**config.mk**
```make
export PLATFORM = sky130hd
export DESIGN_NAME = vec_dot_engine
export DESIGN_NICKNAME = d
export VERILOG_FILES = /design/src/rtl/vec_dot_engine.sv
export SDC_FILE = /design/constraint.sdc
export NUM_CORES = 1
export LEC_CHECK = 0
export CORE_ASPECT_RATIO = 1.2
export CORE_UTILIZATION = 32
export CTS_BUF_LIST = sky130_fd_sc_hd__clkbuf_16
export CTS_CLUSTER_SIZE = 28
export DETAILED_ROUTE_END_ITERATION = 8
export PLACE_DENSITY = 0.52
export SKIP_LAST_GASP = 1
export SLEW_MARGIN = 10
export SYNTH_ARGS = -nofsm -noshare
export SYNTH_HDL_FRONTEND = slang
export SYNTH_SLANG_ARGS = --single-unit
```
**constraint.sdc**
```tcl
create_clock -name clk -period 7 [get_ports clk]
set_input_delay 0.7 -clock clk [delete_from_list [all_inputs] [get_ports clk]]
set_output_delay 0.7 -clock clk [all_outputs]
set_load 0.01 [all_outputs]
```
**src/rtl/vec_dot_engine.sv**
```systemverilog
// Streaming dot-product engine: loads vectors A and B element by element, runs N MAC cycles, then holds the result until it is consumed.
// Optional build macro VEC_DOT_SAT_EN selects a saturated out_data; by default out_data is truncated.
module vec_dot_engine #(
  parameter int unsigned W = 8,
  parameter int unsigned N = 8,
  parameter int unsigned OUT_W = 8,
  localparam int unsigned ACC_W = 2 * W + $clog2(N + 1)
) (
  input  logic             clk,
  input  logic             rst,
  input  logic [W-1:0]     in_data,
  input  logic             in_valid,
  output logic             in_ready,
  output logic [OUT_W-1:0] out_data,
  output logic             out_valid,
  input  logic             out_ready,
  output logic             out_ovf,
  output logic [ACC_W-1:0] acc_full,
  output logic [1:0]       state
);

  localparam int unsigned IDX_W = (N > 1) ? $clog2(N) : 1;

  localparam logic [1:0] S_LOAD_A = 2'd0;
  localparam logic [1:0] S_LOAD_B = 2'd1;
  localparam logic [1:0] S_MAC    = 2'd2;
  localparam logic [1:0] S_OUT    = 2'd3;

  logic [1:0]       state_next;
  logic [IDX_W-1:0] idx_q;
  logic [IDX_W-1:0] idx_next;
  logic [ACC_W-1:0] acc_q;
  logic [ACC_W-1:0] acc_next;
  logic [ACC_W-1:0] prod;
  logic             idx_last;
  logic             a_we;
  logic             b_we;

  logic [W-1:0] a_mem [N];
  logic [W-1:0] b_mem [N];

  assign idx_last = (idx_q == IDX_W'(N - 1));
  assign prod     = ACC_W'(a_mem[idx_q]) * ACC_W'(b_mem[idx_q]);

  // State, index and accumulator registers
  always_ff @(posedge clk) begin
    if (!rst) begin
      state <= S_LOAD_A;
      idx_q <= '0;
      acc_q <= '0;
    end else begin
      state <= state_next;
      idx_q <= idx_next;
      acc_q <= acc_next;
    end
  end

  // Operand storage; contents survive reset since a new load overwrites every entry
  always_ff @(posedge clk) begin
    if (a_we) a_mem[idx_q] <= in_data;
    if (b_we) b_mem[idx_q] <= in_data;
  end

  always_comb begin
    state_next = state;
    idx_next   = idx_q;
    acc_next   = acc_q;
    a_we       = 1'b0;
    b_we       = 1'b0;
    case (state)
      S_LOAD_A: begin
        if (in_valid) begin
          a_we = 1'b1;
          if (idx_last) begin
            state_next = S_LOAD_B;
            idx_next   = '0;
          end else begin
            idx_next = idx_q + IDX_W'(1);
          end
        end
      end
      S_LOAD_B: begin
        if (in_valid) begin
          b_we = 1'b1;
          if (idx_last) begin
            state_next = S_MAC;
            idx_next   = '0;
            acc_next   = '0;
          end else begin
            idx_next = idx_q + IDX_W'(1);
          end
        end
      end
      S_MAC: begin
        acc_next = acc_q + prod;
        if (idx_last) begin
          state_next = S_OUT;
          idx_next   = '0;
        end else begin
          idx_next = idx_q + IDX_W'(1);
        end
      end
      default: begin
        if (out_ready) state_next = S_LOAD_A;
      end
    endcase
  end

  // Outputs are pure decodes of the state and accumulator registers
  assign in_ready  = (state == S_LOAD_A) || (state == S_LOAD_B);
  assign out_valid = (state == S_OUT);
  assign acc_full  = acc_q;
  assign out_ovf   = |(acc_q >> OUT_W);

`ifdef VEC_DOT_SAT_EN
  assign out_data = out_ovf ? {OUT_W{1'b1}} : OUT_W'(acc_q);
`else
  assign out_data = OUT_W'(acc_q);
`endif

endmodule

```
==> impl_results.md, run 1 <==
* Reg2reg end: acc_full[16]
* GRT met3 Usage at 1.93%
* R2R Setup Slk at 1.11 ns
* Post-Layout Cell Count at about 1100
* Gpl congestion at 0.820
* CP max FO at 32
* Stages on the worst setup path at 19
* Die Ht at 184 um
* DIE WIDTH at 154 um
* Synthesized flop and latch total at 156
* Post-Syn Nets at 786
* Final Skew at 0.00685 ns
* Hold Crit Depth at 2
* Crit path to: acc_full[16]
* Sequential share of the synthesized area at 49.8%
* Antenna diodes at 0
* Min-delay worst type: register to register
* Final net count at between 800 and 900
* Crit path DAT at approximately 6.2 ns
* CTS Buf Count at 17
* Slew HR at 36.0%
* Initial Util at between 30 and 40%
* Setup CP Type: register to register
* Cell variety after synth at between 50 and 60
* Clock Sink Count at around 160
* Vias at between 5000 and 6000
* Remaining Overflow, GRT at 0
* CTS root buffer: clkbuf_16
* Clock Latency Late Sink at 0.42 ns
* Met1 GRT Util at roughly a fifth
* Fin crit period at 5.89 ns
* Slew Limit Fails at 0
* Antenna violations before repair at 0
* Crit. End Element: register
* Post-synth EDFFs at 128
* Max Cap Violations at 0
* Post-Syn Area per Cell at 13.1 um2
* Main synth FF type: edfxtp_1
* Crit-path slowest cell: fa_1
* Unrepaired setup endpoints after global routing: false
* Vias per inst at 4.79
* Port bufs at 44
* Longest Clk Path Bufs at 2
* Max Fclk at around 0.17 GHz
* Pin count of the biggest net entering global routing at 33
* Post-CTS setup repair buffer count at 0
* Routing usage on met2 at 24.5%
* Status: complete, no violations
* Die area at 28300 um2
* Detailed placement HPWL at ~14000 um
* # resized after CTS at 0
* CTS Hold Bufs at 0
* Dominant cells by area after synthesis: edfxtp_1 (43%), fa_1 (11%), mux4_2 (8.1%), ha_1 (6.6%), dfxtp_1 (6.3%)
* Routed WL at 18900 um
* Share of cells above drive strength 1 at 13.0%
* CP Cell Sequence: buf_12 -> mux4_2 -> mux2i_2 -> nor2_1 -> fa_1 -> inv_1 -> fa_1 -> inv_1 -> fa_1 -> inv_1 -> fa_1 -> inv_1 -> ha_1 -> a21o_1 -> a31o_1 -> o21ai_2 -> nor2_1 -> or4_1 -> a32o_1
* Synth top area share at 43.4%
* IO Pins at between 40 and 50
* Worst-path clk slew at roughly 0.07 ns
* Worst-Margin Slew at ~0.96 ns
* Leakage Power at 3.85 nW
* Starting DRT DRC Count at 242
* Pwr dens at 293 nW/um2
* Wire length per cell at ~18 um
* Fin Setup TNS at 0 ns
* Post-DRT Antenna Nets at 0
* Most used routing layer: met2
* Core box area at 27200 um2
* Dpl cells at ~1000
* Syn Std Cell Area at between 8000 and 9000 um2
* CP Buf/Inv Count at 5
* Global-route wire length before repair at approximately 31000 um
* Cells after Synth at 677
* Max incr delay on CP at 0.56 ns
* Worst setup SP type: register
* Drt first pass iters at 4
* Reg2Reg Depth at 19
* Synth-to-layout area growth at 15.5%
* Final period util at 84.1%
* CTS tree: yes
* Post-synth ARST share at 0%
* Final setup fails at 0
* Vias in the first global route at 5387
* FP Rows at 66
* Peak VDD IR at 0.000147 V
* Critical Path RT at 7.32 ns
* Tot GR Track Use at 14.4%
* Crit path max-delay family: adder cells
* DRC errors left at 0
* Area leader, netlist: edfxtp_1
* YS warnings at 0
* Final Hold Fails at 0
* Htree depth at 4
==> cell usage after synthesis (6+ instances only) <==
cell and count:
mux2i_2 13, ha_1 47, nor3_1 8, a21boi_0 6, xnor2_1 10, inv_1 105, nand2_1 29, dfxtp_1 28
or2_1 7, nor2_1 66, nand2b_1 17, nand3_1 9, mux4_2 32, edfxtp_1 128, a21oi_1 13, fa_1 50
nor2b_1 10, buf_4 10, o21ai_0 16
==> layout by cell type, fill, tap and decap left out, drive strengths merged, types with 3 or more instances in the layout <==
master         count
clkdlybuf4s50     44
nor3               8
ha                47
o21a               5
xnor2             10
a21boi             6
nor2b             10
a22oi              4
o31ai              5
a21o               6
o21ai             17
nand2b            17
mux2i             17
nand4              4
buf                8
nand3              9
nand2             29
fa                50
inv              115
nor2              66
dfxtp             28
a21oi             14
nor4               3
clkbuf            17
edfxtp           128
mux4              32
or2                9
==> where the power goes <==
group / switching, mW / internal (mW) / leakage (nW)
Combinational: 0.608 / 0.453 / 2.18
Clock: 0.417 / 0.503 / 0.286
Sequential: 0.00463 / 1.01 / 1.38
Total: 1.03 / 1.97 / 3.85
==> flip-flops by register name, summed over array words and instances, names as in the netlist, named ones only <==
signal,flops
idx_q,3
b_mem,64
acc_full,20
state,2
a_mem,64
==> cell families after synthesis <==
group / Yosys count / synth area share, %
buffers and inverters: 130 / 6.19
muxes: 51 / 11.0
adders and majority gates: 97 / 18.0
DFF: 156 / 49.8
and+or+nand+nor: 164 / 8.80
AOI/OAI and AO/OA: 69 / 5.27
xor gates and xnor gates: 10 / 0.990
==> tightest hold or removal path: cells and delay by family, from the launching register on <==
kind	cells	cell delay (ns)
simple gates	1	0.06
flops	1	0.33
compound gates	1	0.06
==> per-layer routing <==
metal	routed length (um)	share of wire (%)
met5	0	0
met2	9290	49
met1	8680	46
met4	286	1.5
met3	621	3.3
==> through the flow <==
stage                     utilization (%)  instance area (um2)  power, mW  hold slack (ns)  setup slack, ns
after floorplan                         -                 8850       1.89            0.506             1.42
after global placement               35.5                 9640       2.11            0.490             1.15
after detailed placement             35.5                 9640       2.11            0.490             1.10
after CTS                            37.6                10200       3.03            0.500             1.09
after global routing                 37.6                10200       3.21            0.542            0.837
final                                37.6                10200       3.00            0.494             1.11
==> worst min path at each step <==
stage	start	to	slack, ns
2_1_floorplan	acc_full[9]	acc_full[9]	0.51
3_3_place_gp	acc_full[5]	acc_full[5]	0.49
3_5_place_dp	acc_full[15]	acc_full[15]	0.49
4_1_cts	acc_full[15]	acc_full[15]	0.50
5_1_grt	acc_full[2]	acc_full[2]	0.54
6_report	acc_full[15]	acc_full[15]	0.49
==> layout make-up <==
| cell class | count | area (um2) |
|---|---|---|
| multi-input combinational | 391 | 3900 |
| clock buffer | 17 | 425 |
| clock inverter | 15 | 155 |
| sequential | 156 | 4410 |
| fill | 2577 | 16900 |
| inverter | 105 | 394 |
| timing repair buffer | 52 | 513 |
| tap | 340 | 425 |
Power figures use the tool's default switching activity.
==> inputs of run 2 (changes only) <==
PLACE_DENSITY = 0.54   (was 0.52)
clock period = 5.4 ns   (was 7 ns; I/O delays follow)
==> run 2 against run 1 <==
Count of clock-buffer cells in the layout unchanged. Cell count up 4.5%. First-iteration DRC count down 12%. Sequential power up 29%. Critical path type unchanged. Flip-flop and latch count unchanged. Critical path depth up 1. Largest power group unchanged. Global-route usage up 0.26 points. Register-to-register slack worse by 1.1 ns. Die area unchanged. Final area up 7.5%.
==> impl_results.md, run 2 (synthesized netlist as in run 1, its figures left out) <==
* Remaining Overflow, GRT at 0 (unchanged)
* Reg2reg end: acc_full[16]
* Pwr dens at 396 nW/um2 (+35%)
* CTS Buf Count at 17 (unchanged)
* Hold EP: acc_full[14]
* Final Hold Fails at 0 (unchanged)
* Post-Layout Cell Count at 1124 (+4.5%)
* Commonest non-fill, non-tap cell in the layout: edfxtp_1
* Hold Crit Depth at 2 (unchanged)
* CTS tree: yes
* Critical Path RT at 5.72 ns (-1.60 ns)
* Die area at 28300 um2 (unchanged)
* Port bufs at 44 (unchanged)
* Dpl cells at 1082 (+3.6%)
* Final Skew at 0.0203 ns (+0.0134 ns)
* Worst hold start: acc_full[14]
* Antenna violations before repair at 0 (unchanged)
* R2R Setup Slk at 0.01 ns (-1.10 ns)
* Leakage Power at 4.17 nW (+8.3%)
* Dpl cell area at 10000 um2 (+4.0%)
* Max Cap Violations at 0 (unchanged)
* Peak VDD IR at 0.000228 V (+55%)
* Min-delay worst type: register to register
* Tot GR Track Use at 14.6% (+0.26 points)
* Initial Util at 32.6% (unchanged)
* Crit. End Element: register
* IO Pins at 45 (unchanged)
* Design Area, Final at 11000 um2 (+7.5%)
* Slew Limit Fails at 0 (unchanged)
* FP Rows at 66 (unchanged)
* Htree depth at 4 (unchanged)
* Fin crit period at 5.39 ns (-0.499 ns)
* Gpl congestion at 0.825 (+0.60%)
* Core box area at 27200 um2 (unchanged)
* Global-route wire length before repair at 31100 um (+1.8%)
* Post-DRT Antenna Nets at 0 (unchanged)
* Most frequent cells in the layout: edfxtp_1 (128), inv_1 (102), nor2_1 (61)
* Unrepaired setup endpoints after global routing: true
* Crit path top cell by count: fa_1
* Reg2Reg Depth at 20 (+1)
* Vias in the first global route at 5569 (+3.4%)
* Starting DRT DRC Count at 213 (-12%)
* CP Cell Sequence: buf_12 -> buf_12 -> mux4_2 -> mux2i_4 -> nor2_2 -> fa_1 -> inv_2 -> fa_1 -> inv_1 -> fa_1 -> inv_1 -> fa_1 -> inv_2 -> ha_4 -> a21o_1 -> a31o_1 -> o21ai_4 -> nor2_1 -> or4_1 -> a32o_1
* Die Ht at 184 um (unchanged)
* Status: complete, no violations
* CP max FO at 5 (-84%)
* CTS root buffer: clkbuf_16
* Setup CP Type: register to register
* Share of cells above drive strength 1 at 21.7% (+8.6 points)
* DIE WIDTH at 154 um (unchanged)
* Synth-to-layout area growth at 24.2%
* Final setup fails at 0 (unchanged)
* Pin count of the biggest net entering global routing at 33 (unchanged)
* Crit path DAT at 5.71 ns (-0.50 ns)
* Clock Sink Count at 156 (unchanged)
* Max incr delay on CP at 0.57 ns (about the same)
* Vias per inst at 4.77 (-0.44%)
* Slew HR at 29.8% (-6.2 points)
* Final net count at 880 (+5.8%)
* Routed WL at 19100 um (+1.4%)
* DRC errors left at 0 (unchanged)
* Final period util at 99.8% (+16 points)
* Worst setup SP type: register
* Worst-path clk slew at 0.07 ns (about the same)
* Worst-Margin Slew at 1.05 ns (+0.0926 ns)
* Crit-path slowest cell: fa_1
* Drt first pass iters at 4 (unchanged)
* Clock Latency Late Sink at 0.43 ns (about the same)
* Max Fclk at 0.186 GHz (+9.3%)
* Detailed placement HPWL at 13700 um (+0.28%)
* Longest Clk Path Bufs at 2 (unchanged)
* Antenna diodes at 0 (unchanged)
* Vias at 5356 (+4.0%)
* Wire length per cell at 17.0 um (-2.9%)
[run 2: cell types whose count changed in the layout (fill, tap and decap cells not counted), moves of 7 or more]
cell / before / now
mux2i_4: 1 / 8
buf_12: 1 / 9
buf_4: 7 / 40
mux2i_2: 13 / 6
[run 2: how the worst max path moves through the flow]
| stage | startpoint | end | slack [ns] | depth (start not counted) |
|---|---|---|---|---|
| after detailed placement | register | acc_full[16] | -0.03 | 20 |
| after global placement | register | acc_full[16] | -0.008 | 19 |
| final | register | acc_full[16] | 0.01 | 20 |
| after global routing | register | acc_full[18] | -0.18 | 22 |
| after CTS | register | acc_full[16] | -0.02 | 20 |
| after floorplan | register | acc_full[16] | 0.06 | 20 |
[run 2: per-layer routing]
layer	track usage [%]	part of all wire, %	vias up
met2	26.0	52	91
met3	2.54	2.8	17
met5	0	0	-
li1	-	-	2540
met1	18.3	44	2708
met4	3.84	1.1	0
[run 2: cell type report]
type                       count  area [um2]
clock buffer                  17         425
clock inverter                15         216
fill                        2494       16200
inverter                     105         394
multi-input combinational    391        4090
sequential                   156        4410
tap                          340         425
timing repair buffer         100        1030
[run 2: worst max-delay path, delay by kind of cell, from the launching register on]
| family | cells | cell delay [ns] |
|---|---|---|
| adder cells (fa/ha/maj) | 5 | 2.35 |
| AO/OA/AOI/OAI | 4 | 0.82 |
| multiplexers | 2 | 0.72 |
| AND/OR/NAND/NOR | 3 | 0.54 |
| buffers and inverters | 6 | 0.46 |
| flip-flops | 1 | 0.40 |
[run 2: through the flow]
stage	setup WS [ns]	total power [mW]	hold slack [ns]	TNS [ns]	utilization (%)
after detailed placement	-0.0278	2.90	0.495	-0.0295	36.9
after global placement	-0.00807	2.90	0.487	-0.00807	36.9
after floorplan	0.0579	2.48	0.506	0	-
final	0.0115	4.35	0.507	0	40.4
after CTS	-0.0154	4.30	0.514	-0.0206	40.1
after global routing	-0.178	4.67	0.535	-0.779	40.4
[run 2: where the power goes]
group          total (mW)  switching, mW  internal, mW
clock network        1.30          0.580         0.718
registers            1.32        0.00731          1.31
logic                1.73          0.901         0.833
[run 2: timing repair]
action / CTS / global route
setup buffers: 6 / 2
gates resized for setup: 24 / 18
setup endpoints to repair: 3 / 10
pin swaps: 11 / 6
gates cloned: 2 / 0
hold buffers: 0 / 0
==> inputs of run 3 (changes only) <==
GPL_TIMING_DRIVEN = 0   (was unset)
==> run 3 against run 2 <==
The flow now finishes with violations (setup timing). Fmax decreased by 1.3%. Sequential power hardly changed. Clock skew fell by 0.0087 ns. Sequential share of layout area shrank 0.47 points. Count of clock-buffer cells in the layout unchanged. Die area did not move. Critical endpoint unchanged.
==> impl_results.md, run 3 (synthesized netlist as in run 1, its figures left out) <==
* R2R Setup Slk at -0.06 ns (-0.07 ns)
* CP Cell Sequence: buf_12 -> buf_12 -> buf_8 -> mux4_2 -> mux2i_4 -> nor2_2 -> fa_1 -> inv_1 -> fa_1 -> inv_2 -> fa_1 -> inv_1 -> fa_1 -> inv_2 -> ha_4 -> a21o_1 -> a31o_1 -> o21ai_4 -> nor2_2 -> or4_1 -> a32o_1
* Hold EP: acc_full[0]
* CTS Hold Bufs at 0 (unchanged)
* Final worst slack at -0.0618 ns (-0.0733 ns)
* Max Fclk at 0.183 GHz (-1.3%)
* Reg2Reg Depth at 21 (+5.0%)
* Failing checks: setup timing
* Starting DRT DRC Count at 246 (+15%)
* Final Hold Fails at 0 (unchanged)
* Worst-Margin Slew at 0.990 ns (-0.0590 ns)
* CTS root buffer: clkbuf_16
* Crit. End Element: register
* Vias at 5414 (+1.1%)
* Htree depth at 4 (unchanged)
* Gpl congestion at 0.858 (+4.0%)
* Die Ht at 184 um (unchanged)
* Share of cells above drive strength 1 at 22.7% (+1.1 points)
* Die area at 28300 um2 (unchanged)
* Worst-path clk slew at 0.08 ns (about the same)
* CTS tree: yes
* Crit path max-delay family: adder cells
* Final setup fails at 2 (+2)
* Worst setup SP type: register
* Global-route wire length before repair at 31900 um (+2.6%)
* Vias per inst at 4.77 (about the same)
* FP Rows at 66 (unchanged)
* Setup CP Type: register to register
* Antenna violations before repair at 0 (unchanged)
* CP max FO at 7 (+2)
* Tot GR Track Use at 15.0% (+0.41 points)
* Drt first pass iters at 4 (unchanged)
* Peak VDD IR at 0.000217 V (-4.6%)
* Final Skew at 0.0116 ns (-0.00872 ns)
* Synth-to-layout area growth at 25.6%
* Hold_ws at 0.505 ns (-0.00259 ns)
* Final period util at 101% (+1.4 points)
* Fin Setup TNS at -0.0779 ns (-0.0779 ns)
* Pwr dens at 390 nW/um2 (-1.4%)
* CTS Buf Count at 17 (unchanged)
* Post-DRT Antenna Nets at 0 (unchanged)
* Pre-CTS WS at -0.805 ns (-0.777 ns)
* Initial Util at 32.6% (unchanged)
* Crit path top cell by count: fa_1
* Vias in the first global route at 5719 (+2.7%)
* Slew HR at 33.3% (+3.5 points)
* DRC errors left at 0 (unchanged)
* Max incr delay on CP at 0.52 ns (-0.05 ns)
* Reg2reg end: acc_full[16]
* Crit-path slowest cell: mux4_2
* Min-delay worst type: register to register
* Most frequent cells in the layout: edfxtp_1 (128), inv_1 (103), nor2_1 (61)
* Slew Limit Fails at 0 (unchanged)
* Status: finished with violations
* Pin count of the biggest net entering global routing at 19 (-42%)
* Commonest non-fill, non-tap cell in the layout: edfxtp_1
* Clock Sink Count at 156 (unchanged)
* Crit path DAT at 5.80 ns (+0.09 ns)
* Clock Latency Late Sink at 0.44 ns (about the same)
* Leakage Power at 4.23 nW (+1.5%)
* Fin crit period at 5.46 ns (+0.0733 ns)
* CP Buf/Inv Count at 7 (+1)
* Remaining Overflow, GRT at 0 (unchanged)
* Max Cap Violations at 0 (unchanged)
* Critical Path RT at 5.74 ns (+0.02 ns)
* Wire length per cell at 17.6 um (+3.5%)
* Unrepaired setup endpoints after global routing: true
* Core box area at 27200 um2 (unchanged)
* Antenna diodes at 0 (unchanged)
* Detailed placement HPWL at 13800 um (+0.40%)
* Worst hold start: acc_full[0]
* Longest Clk Path Bufs at 2 (unchanged)
* Final net count at 892 (+1.4%)
* Hold Crit Depth at 2 (unchanged)
* DIE WIDTH at 154 um (unchanged)
* Routed WL at 20000 um (+4.6%)
* Port bufs at 43 (-2.3%)
* IO Pins at 45 (unchanged)
run 3: cell count changes in the layout (fill, tap and decap cells not counted), sizes merged:
cell and change:
clkinvlp -1, clkdlybuf4s50 -1, inv +2, bufinv -1
buf +8, clkbuf +5
run 3: cell type report:
| type | instances | area (um2) |
|---|---|---|
| inverters | 105 | 394 |
| multi-input cells | 391 | 4210 |
| clock buffers | 17 | 425 |
| flip-flops and latches | 156 | 4410 |
| fillers | 2523 | 16100 |
| well taps | 340 | 425 |
| repair buffers | 87 | 848 |
| plain buffers | 25 | 216 |
| clock inverters | 15 | 190 |
run 3: worst max path at each step:
stage,start,to,slack (ns),depth (start not counted)
after CTS,register,acc_full[16],-0.1,20
after detailed placement,register,acc_full[16],-0.80,18
after global routing,register,acc_full[18],-0.23,23
after global placement,register,acc_full[16],-0.75,18
final,register,acc_full[16],-0.06,21
after floorplan,register,acc_full[16],0.06,20
run 3: tightest hold or removal path: cells and delay by family, from the launching register on:
kind / cells / cell delay [ns]
flip-flops: 1 / 0.34
AND/OR/NAND/NOR: 1 / 0.06
AO/OA/AOI/OAI: 1 / 0.06
run 3: what timing repair did:
item / in CTS / in global routing
endpoints found under the setup margin: 12 / 9
pin swaps: 10 / 17
gates resized for setup: 36 / 29
cloned: 2 / 0
setup buffers: 27 / 15
run 3: per-layer routing:
layer / vias up / part of all wire, % / track usage [%]
met1: 2720 / 44 / 18.7
met4: 0 / 1.6 / 4.68
met5: - / 0 / 0
li1: 2576 / - / -
met2: 91 / 52 / 26.7
met3: 27 / 2.4 / 2.35
run 3: per-stage QoR:
| step | utilization, % | instances | instance area (um2) | total power, mW |
|---|---|---|---|---|
| 2_1_floorplan | - | 677 | 8920 | 2.48 |
| 3_3_place_gp | 36.0 | 1060 | 9770 | 2.75 |
| 6_report | 40.9 | 1136 | 11100 | 4.34 |
| 5_1_grt | 40.9 | 1136 | 11100 | 4.61 |
| 3_5_place_dp | 36.0 | 1060 | 9790 | 2.75 |
| 4_1_cts | 40.0 | 1121 | 10900 | 4.16 |
run 3: where the power goes:
group	internal, mW	total, mW	switching (mW)
clock network	0.671	1.26	0.589
logic	0.817	1.76	0.944
registers	1.31	1.32	0.00579
